## src/rtl/dds_sweep_ctrl.sv

```systemverilog
`default_nettype none
// +--------------------------------------------------------------------------+
// | dds_sweep_ctrl : frequency-sweep controller driving a DDS increment      |
// | Optional: DDS_SWEEP_TRIANGLE_EN enables triangle (up/down) mode 10.      |
// | Rev 1.0                                                                  |
// +--------------------------------------------------------------------------+
module dds_sweep_ctrl #(
  parameter int accumulator_width = 32,
  parameter int dwell_width       = 16
) (
  input  logic                         i_clk,
  input  logic                         i_reset_n,
  input  logic                         i_ce,
  input  logic                         i_start,
  input  logic                         i_abort,
  input  logic [1:0]                   i_mode,
  input  logic [accumulator_width-2:0] i_start_inc,
  input  logic [accumulator_width-2:0] i_stop_inc,
  input  logic [accumulator_width-2:0] i_step,
  input  logic [dwell_width-1:0]       i_dwell,
  output logic [accumulator_width-2:0] o_increment,
  output logic                         o_update,
  output logic                         o_busy,
  output logic                         o_done
);

  localparam int c_INC_W = accumulator_width - 1;
  localparam logic [dwell_width-1:0] c_CNT_ONE = 1;

  typedef enum logic [1:0] {
    S_IDLE  = 2'd0,
    S_DWELL = 2'd1,
    S_DONE  = 2'd2
  } state_t;

  state_t                r_state;
  state_t                w_next_state;

  logic [1:0]            r_mode;
  logic [c_INC_W-1:0]    r_start;
  logic [c_INC_W-1:0]    r_stop;
  logic [c_INC_W-1:0]    r_step;
  logic [dwell_width-1:0] r_dwell;
  logic [dwell_width-1:0] r_cnt;
  logic [c_INC_W-1:0]    r_inc;
  logic                  r_update;
  logic                  r_at_end;
  logic                  r_degen;

  logic                  w_latch;
  logic                  w_load;
  logic [c_INC_W-1:0]    w_load_val;
  logic [dwell_width-1:0] w_cnt_next;
  logic                  w_at_end_next;
  logic                  w_single;
  logic [c_INC_W:0]      w_sum;

`ifdef DDS_SWEEP_TRIANGLE_EN
  logic                  r_dir_down;
  logic                  w_dir_down_next;
  logic                  w_tri;
  logic [c_INC_W:0]      w_diff;

  assign w_tri  = (r_mode == 2'b10);
  assign w_diff = {1'b0, r_inc} - {1'b0, r_step};
`endif

  assign w_single = (r_mode == 2'b00) || (r_mode == 2'b11);
  // One extra bit so an up-step past the top of the range is seen, not wrapped.
  assign w_sum    = {1'b0, r_inc} + {1'b0, r_step};

  always_ff @(posedge i_clk) begin
    if (!i_reset_n) begin
      r_state <= S_IDLE;
    end else begin
      r_state <= w_next_state;
    end
  end

  always_comb begin
    w_next_state  = r_state;
    w_latch       = 1'b0;
    w_load        = 1'b0;
    w_load_val    = r_inc;
    w_cnt_next    = r_cnt;
    w_at_end_next = r_at_end;
`ifdef DDS_SWEEP_TRIANGLE_EN
    w_dir_down_next = r_dir_down;
`endif
    case (r_state)
      S_IDLE: begin
        if (i_start) begin
          w_latch       = 1'b1;
          w_load        = 1'b1;
          w_load_val    = i_start_inc;
          w_cnt_next    = i_dwell;
          w_at_end_next = 1'b0;
          w_next_state  = S_DWELL;
`ifdef DDS_SWEEP_TRIANGLE_EN
          w_dir_down_next = 1'b0;
`endif
        end
      end
      S_DWELL: begin
        if (i_ce) begin
          if (r_cnt != '0) begin
            w_cnt_next = r_cnt - c_CNT_ONE;
          end else if (r_at_end) begin
            // Stop value has had its dwell: finish, or wrap for sawtooth.
            if (w_single) begin
              w_next_state = S_DONE;
            end else begin
              w_load        = 1'b1;
              w_load_val    = r_start;
              w_cnt_next    = r_dwell;
              w_at_end_next = 1'b0;
            end
          end else if (r_degen) begin
            // Continuous modes park on start; single sweeps jump to stop.
            if (w_single) begin
              w_load        = 1'b1;
              w_load_val    = r_stop;
              w_cnt_next    = r_dwell;
              w_at_end_next = 1'b1;
            end
`ifdef DDS_SWEEP_TRIANGLE_EN
          end else if (r_dir_down) begin
            w_load     = 1'b1;
            w_cnt_next = r_dwell;
            if (w_diff[c_INC_W] || (w_diff[c_INC_W-1:0] <= r_start)) begin
              w_load_val      = r_start;
              w_dir_down_next = 1'b0;
            end else begin
              w_load_val = w_diff[c_INC_W-1:0];
            end
`endif
          end else if (w_sum >= {1'b0, r_stop}) begin
            w_load     = 1'b1;
            w_load_val = r_stop;
            w_cnt_next = r_dwell;
`ifdef DDS_SWEEP_TRIANGLE_EN
            if (w_tri) begin
              w_dir_down_next = 1'b1;
            end else begin
              w_at_end_next = 1'b1;
            end
`else
            w_at_end_next = 1'b1;
`endif
          end else begin
            w_load     = 1'b1;
            w_load_val = w_sum[c_INC_W-1:0];
            w_cnt_next = r_dwell;
          end
        end
      end
      S_DONE: begin
        w_next_state = S_IDLE;
      end
      default: begin
        w_next_state = S_IDLE;
      end
    endcase
    if (i_abort) begin
      w_next_state = S_IDLE;
      w_latch      = 1'b0;
      w_load       = 1'b0;
    end
  end

  always_ff @(posedge i_clk) begin
    if (!i_reset_n) begin
      r_mode   <= 2'b00;
      r_start  <= '0;
      r_stop   <= '0;
      r_step   <= '0;
      r_dwell  <= '0;
      r_degen  <= 1'b0;
      r_inc    <= '0;
      r_update <= 1'b0;
      r_cnt    <= '0;
      r_at_end <= 1'b0;
    end else begin
      if (w_latch) begin
        r_mode  <= i_mode;
        r_start <= i_start_inc;
        r_stop  <= i_stop_inc;
        r_step  <= i_step;
        r_dwell <= i_dwell;
        r_degen <= (i_start_inc >= i_stop_inc) || (i_step == '0);
      end
      if (w_load) begin
        r_inc <= w_load_val;
      end
      r_update <= w_load;
      r_cnt    <= w_cnt_next;
      r_at_end <= w_at_end_next;
    end
  end

`ifdef DDS_SWEEP_TRIANGLE_EN
  always_ff @(posedge i_clk) begin
    if (!i_reset_n) begin
      r_dir_down <= 1'b0;
    end else begin
      r_dir_down <= w_dir_down_next;
    end
  end
`endif

  assign o_increment = r_inc;
  assign o_update    = r_update;
  assign o_busy      = (r_state != S_IDLE);
  assign o_done      = (r_state == S_DONE);

endmodule
`default_nettype wire

```

## config.mk

```make
export PLATFORM = sky130hd
export DESIGN_NAME = dds_sweep_ctrl
export DESIGN_NICKNAME = d
export VERILOG_FILES = /design/src/rtl/dds_sweep_ctrl.sv
export SDC_FILE = /design/constraint.sdc
export NUM_CORES = 1
export LEC_CHECK = 0
export ABC_AREA = 1
export CELL_PAD_IN_SITES_DETAIL_PLACEMENT = 0
export CELL_PAD_IN_SITES_GLOBAL_PLACEMENT = 1
export CORE_ASPECT_RATIO = 1.5
export CORE_MARGIN = 2
export CORE_UTILIZATION = 43
export DETAILED_ROUTE_END_ITERATION = 16
export PLACE_DENSITY_LB_ADDON = 0.1
export SYNTH_ARGS = -nofsm -noshare
export SYNTH_HDL_FRONTEND = slang
export SYNTH_SLANG_ARGS = --single-unit
```

## constraint.sdc

```tcl
create_clock -name i_clk -period 7.45 [get_ports i_clk]
set_clock_uncertainty 0.15 [all_clocks]
set_input_delay 1.49 -clock i_clk [delete_from_list [all_inputs] [get_ports i_clk]]
set_output_delay 1.49 -clock i_clk [all_outputs]
set_load 0.1 [all_outputs]
```

==> impl_metrics.tcl, run 1 <==
set metrics [dict create \
    finalWirelength_mm 35.4 \
    routabilityCongestion 0.888 \
    drcViolationCount 0 \
    syn_avg_cell_area_um2 6.69 \
    wl_met3_mm 1.43 \
    grt_start_max_net_pins 94 \
    p_leak_nw 5.68 \
    synth_edf_count 0 \
    yosys_warnings 0 \
    dieHeight_um 198 \
    synth_seq_cells 163 \
    vias 10900 \
    yosysUniqueCellTypes 45 \
    cts_num_sinks 163 \
    dr.pass1.iters 5 \
    maxCapViolations 0 \
    synth-main-ff-cell "dfxtp_1" \
    synth_area_um2 10700 \
    clockBufferDepth 2 \
    syn_nets 1818 \
    synth_top_area_frac 0.304 \
    clk-insertion-delay-late_ns 0.44 \
    grt_overflow 0 \
    cp_max_fo 32 \
    n_antenna_cell 0 \
    met1_length_mm 15.0 \
    min_period_ns 4.40 \
    grt_pass1_wl_mm 55.9 \
    cts_tree "done" \
    syn2layout_area_growth_pct 20.8 \
    numCtsBuffers 17 \
    seq_area_um2 3260 \
    pre_cts_slack_ns 3.02 \
    cts_hold_buf 0 \
    vdd_ir_drop_max_mv 0.169 \
    synthTopCellsByCount "384 x nand2_1, 211 x a21oi_1, 174 x inv_1, 163 x dfxtp_1, 118 x nor2_1" \
    clkTransAtPathRegs_ns 0.06 \
    synthCells 1606 \
    cp-start-kind "flip-flop" \
    top_layer "met4" \
    synth_area_leaders "dfxtp_1 30%, nand2_1 13%, ha_1 11%" \
    io-pin-count 150 \
    status "finished clean" \
    wl_met2_mm 17.8 \
    finalSetupViolCount 0 \
    design.die.area_um2 26300 \
    core_um2 24400 \
    place_area_um2 12400 \
    finalSetupTns_ns 0 \
    cts-root-buf "clkbuf_16" \
    drt_iter0_markers 588 \
    worstHoldPathType "reg -> reg" \
    holdWs_ns 0.305 \
    layout.nets 1922 \
    fin_ws_ns 3.05 \
    ys_seq_area_frac 0.304 \
    timing_hold_violations_final 0 \
    wl_per_cell_um 17.3 \
    p_per_area_nw_per_um2 204 \
    hpwlAfterDp_mm 26.5 \
    tightest_slew_ns 1.04 \
    first_global_vias 10600 \
    initial_core_util 0.439 \
    synth_most_common_cell "nand2_1" \
    cts.repair.resized 0 \
    fillerInstances 2494 \
    slew-limit-headroom 0.307 \
    slew_violations 0 \
    multi_input_area_um2 6490 \
    period_share 0.591 \
    cts_max_level 4 \
    synth_area_leader_cell "dfxtp_1" \
    crit_type "reg -> reg" \
    num_rows 70 \
    track_usage 0.271 \
    fmax_mhz 227 \
    crit_path_end_kind "flip-flop" \
    final_cell_area_um2 13000 \
    drive_above_1_share 0.0331 \
    critPathRequiredTime_ns 7.58 \
    fin_util 0.531 \
    antenna_left 0 \
    rsz0062_at_grt "no" \
    critPathArrivalTime_ns 4.53 \
    viasPerCell 5.33 \
    post_cts_buffers 0 \
    port_buffers 149 \
    synthArstFlopShare 0 \
    fp.dieW_um 133 \
    antenna_found_initial 0 \
]
[state kept, by name, summed over array words and instances, names as in the netlist]
name and count:
r_state 2, r_stop 31, o_update 1, r_degen 1
r_dwell 16, r_at_end 1, o_increment 31, r_start 31
r_cnt 16, r_step 31, r_mode 2
[critical path, cell delays in order (launching register included)]
cell	delay [ns]
dfxtp_1	0.33
ha_1	0.38
nand3_1	0.11
nand2_1	0.15
a21oi_1	0.13
o21ai_0	0.41
nand3_1	0.21
nand3_1	0.11
nand2_1	0.05
nand2_1	0.09
inv_1	0.06
ha_1	0.29
a21oi_1	0.14
nor2_1	0.05
a211oi_1	0.17
nor2_1	0.10
nor2_4	0.61
nand2_4	0.39
nand2_1	0.14
nand2_1	0.05
nand2_1	0.05
a21oi_1	0.05
[area by class of cell]
class / instances / area share
multi-input cells: 1190 / 0.501
clock buffers: 23 / 0.0361
repair buffers: 160 / 0.121
flip-flops and latches: 163 / 0.252
well taps: 324 / 0.0313
clock inverters: 8 / 0.00791
inverters: 178 / 0.0515
[power by group]
part	switching (mW)	internal, mW
clock	0.383	0.511
sequential	0.0399	0.928
combinational	0.516	0.273
total	0.938	1.71
[cells by family after synthesis]
| family | synth area share |
|---|---|
| xor gates and xnor gates | 0.0277 |
| buffers and inverters | 0.0923 |
| AOI/OAI and AO/OA | 0.206 |
| and+or+nand+nor | 0.257 |
| DFF | 0.304 |
| adders and majority gates | 0.113 |
[layout by cell type, fill, tap and decap left out, drive strengths merged, types with 5 or more instances in the layout]
master	count
nor3	21
a211oi	33
xnor2	9
a22oi	5
a31oi	5
buf	12
nand3	85
o21ai	118
xor2	25
nand2	388
inv	178
nor4	10
a21o	7
a21oi	211
a221oi	5
nand4	11
dfxtp	163
clkbuf	23
ha	95
nand3b	15
nor2	122
clkdlybuf4s50	148
[stage by stage]
step / total power, mW / cells
finish: 2.65 / 2046
global route: 2.79 / 2046
CTS: 2.67 / 2046
detailed placement: 1.77 / 2015
global placement: 1.77 / 2015
floorplan: 1.54 / 1606
[layer usage]
metal	vias to the layer above	GRT usage
li1	5564	-
met1	5012	0.328
met2	267	0.480
met3	63	0.0364
met4	0	0.112
met5	-	0
[final timing paths]
path | start | end | slack, ns | depth (start not counted)
worst max-delay path | o_increment[2] | r_at_end | 3.05 | 21
worst min-delay path | r_start[10] | r_start[10] | 0.31 | 2
worst max register to register | o_increment[2] | r_at_end | 3.05 | 21
worst min register to register | r_start[10] | r_start[10] | 0.31 | 2
Note: power is estimated with default switching activity, not from simulation.
==> inputs of run 2 (changes only) <==
--- a/config.mk
+++ b/config.mk
@@ -10,7 +10,7 @@
 export CELL_PAD_IN_SITES_GLOBAL_PLACEMENT = 1
 export CORE_ASPECT_RATIO = 1.5
 export CORE_MARGIN = 2
-export CORE_UTILIZATION = 43
+export CORE_UTILIZATION = 40
 export DETAILED_ROUTE_END_ITERATION = 16
 export PLACE_DENSITY_LB_ADDON = 0.1
 export SYNTH_ARGS = -nofsm -noshare
==> constraint.sdc (replaced) <==
create_clock -name i_clk -period 4.4 [get_ports i_clk]
set_clock_uncertainty 0.15 [all_clocks]
set_input_delay 0.88 -clock i_clk [delete_from_list [all_inputs] [get_ports i_clk]]
set_output_delay 0.88 -clock i_clk [all_outputs]
set_load 0.1 [all_outputs]
==> impl_metrics.tcl, run 2 (same netlist as run 1, synthesis figures left out) <==
set metrics [dict create \
    cts-root-buf "clkbuf_16" \
    layout.nets 1928 \
    hpwlAfterDp_mm 26.8 \
    cp_slowest_stage_delay_ns 0.45 \
    clkTransAtPathRegs_ns 0.07 \
    design.die.area_um2 28200 \
    p_per_area_nw_per_um2 359 \
    period_share 0.905 \
    cts_hold_buf 0 \
    p_leak_nw 5.79 \
    cts_num_sinks 163 \
    seq_area_um2 3260 \
    routabilityCongestion 0.884 \
    grt_pass1_wl_mm 55.4 \
    maxCapViolations 0 \
    drive_above_1_share 0.0405 \
    antenna_left 0 \
    viasPerCell 5.27 \
    reg2reg_depth 25 \
    slew-limit-headroom 0.309 \
    cp_max_fo 20 \
    r2r_setup_slack_ns 0.42 \
    syn2layout_area_growth_pct 22.9 \
    grt_start_max_net_pins 116 \
    drt_iter0_markers 536 \
    cp-start-kind "flip-flop" \
    startpoint "o_increment[0]" \
    io-pin-count 150 \
    port_buffers 149 \
    totalPowerFinal_mw 4.74 \
    timing_hold_violations_final 0 \
    drcViolationCount 0 \
    pre_cts_slack_ns 0.281 \
    dr.pass1.iters 5 \
    holdPathStages 2 \
    cts_max_level 4 \
    final_common_cell "nand2_1" \
    num_rows 73 \
    cp_common_cell "nand2_1" \
    crit_path_end_kind "flip-flop" \
    rsz0062_at_grt "no" \
    track_usage 0.255 \
    wl_per_cell_um 17.1 \
    clk-insertion-delay-late_ns 0.44 \
    n_antenna_cell 0 \
    worstHoldPathType "reg -> reg" \
    core_um2 26500 \
    tightest_slew_ns 1.03 \
    multi_input_area_um2 6520 \
    first_global_vias 10600 \
    status "finished clean" \
    r2r-end "o_increment[4]" \
    antenna_found_initial 0 \
    finalWirelength_mm 35.4 \
    min_period_ns 3.98 \
    placedCellCount 2032 \
    finalSetupTns_ns 0 \
    clockBufferDepth 2 \
    vdd_ir_drop_max_mv 0.294 \
    numCtsBuffers 17 \
    dieHeight_um 205 \
    fillerInstances 2724 \
    initial_core_util 0.405 \
    fmax_mhz 251 \
    fin_ws_ns 0.417 \
    crit_end "o_increment[4]" \
    vias 10900 \
    stdcell_count 2066 \
    crit_type "reg -> reg" \
    mostFrequentLayoutCells "380 x nand2_1, 211 x a21oi_1, 174 x inv_1" \
    crit_slowest_cell "fa_1" \
    critPathRequiredTime_ns 4.57 \
    worstReg2RegStart "o_increment[0]" \
    slew_violations 0 \
    grt_overflow 0 \
    fp.dieW_um 138 \
    cts_tree "done" \
    critPathArrivalTime_ns 4.15 \
    finalSetupViolCount 0 \
]
## run 2: changes by cell type in the layout (fill, tap and decap cells not counted), moves of 2 or more
cell and delta:
inv_6 +2, buf_12 +3, bufinv_16 +3, clkbuf_1 -3, buf_6 +2, nand2_2 +3, nand2_1 -3, clkinvlp_4 -2
## run 2: layout make-up
class	count	share of cell area
clock buffer	21	0.0356
clock inverter	11	0.0148
sequential	163	0.247
multi-input combinational	1191	0.494
tap	337	0.0319
inverter	178	0.0506
timing repair buffer	165	0.126
## run 2: layer usage
metal,share of wire,up-vias,wire length (um),track usage
met1,0.43,5029,15300,0.308
met4,0.030,0,1070,0.0948
met2,0.50,224,17800,0.455
met5,0,-,0,0
li1,-,5582,-,-
met3,0.035,55,1230,0.0344
## run 2: where the power goes
part,leakage (nW),internal [mW],switching [mW]
registers,1.34,1.57,0.0686
clock network,0.328,1.06,0.660
logic,4.12,0.497,0.888
## run 2: worst min path at each step
stage,start,end
final,r_dwell[6],r_dwell[6]
after global routing,r_dwell[5],r_dwell[5]
after CTS,r_start[9],r_start[9]
after detailed placement,r_start[10],r_start[10]
after global placement,r_start[12],r_start[12]
after floorplan,r_dwell[0],r_dwell[0]
## run 2: what timing repair did
item                                    CTS  global route
buffers inserted                          0             1
endpoints found under the setup margin    0            32
gates resized for setup                   0             8
## run 2: critical path: cells and delay by family, from the launching register on
| kind | cells | cell delay [ns] |
|---|---|---|
| AO/OA/AOI/OAI | 3 | 0.37 |
| flip-flops | 1 | 0.39 |
| buffers and inverters | 4 | 0.43 |
| AND/OR/NAND/NOR | 15 | 1.68 |
| adder cells (fa/ha/maj) | 3 | 0.82 |
## run 2: stage by stage
stage               instance area (um^2)   util  hold WS, ns
finish                             13200  0.498        0.306
global route                       13200  0.498        0.317
CTS                                13100  0.496        0.307
detailed placement                 12500  0.471        0.298
global placement                   12500  0.471        0.291
floorplan                          10700      -        0.279
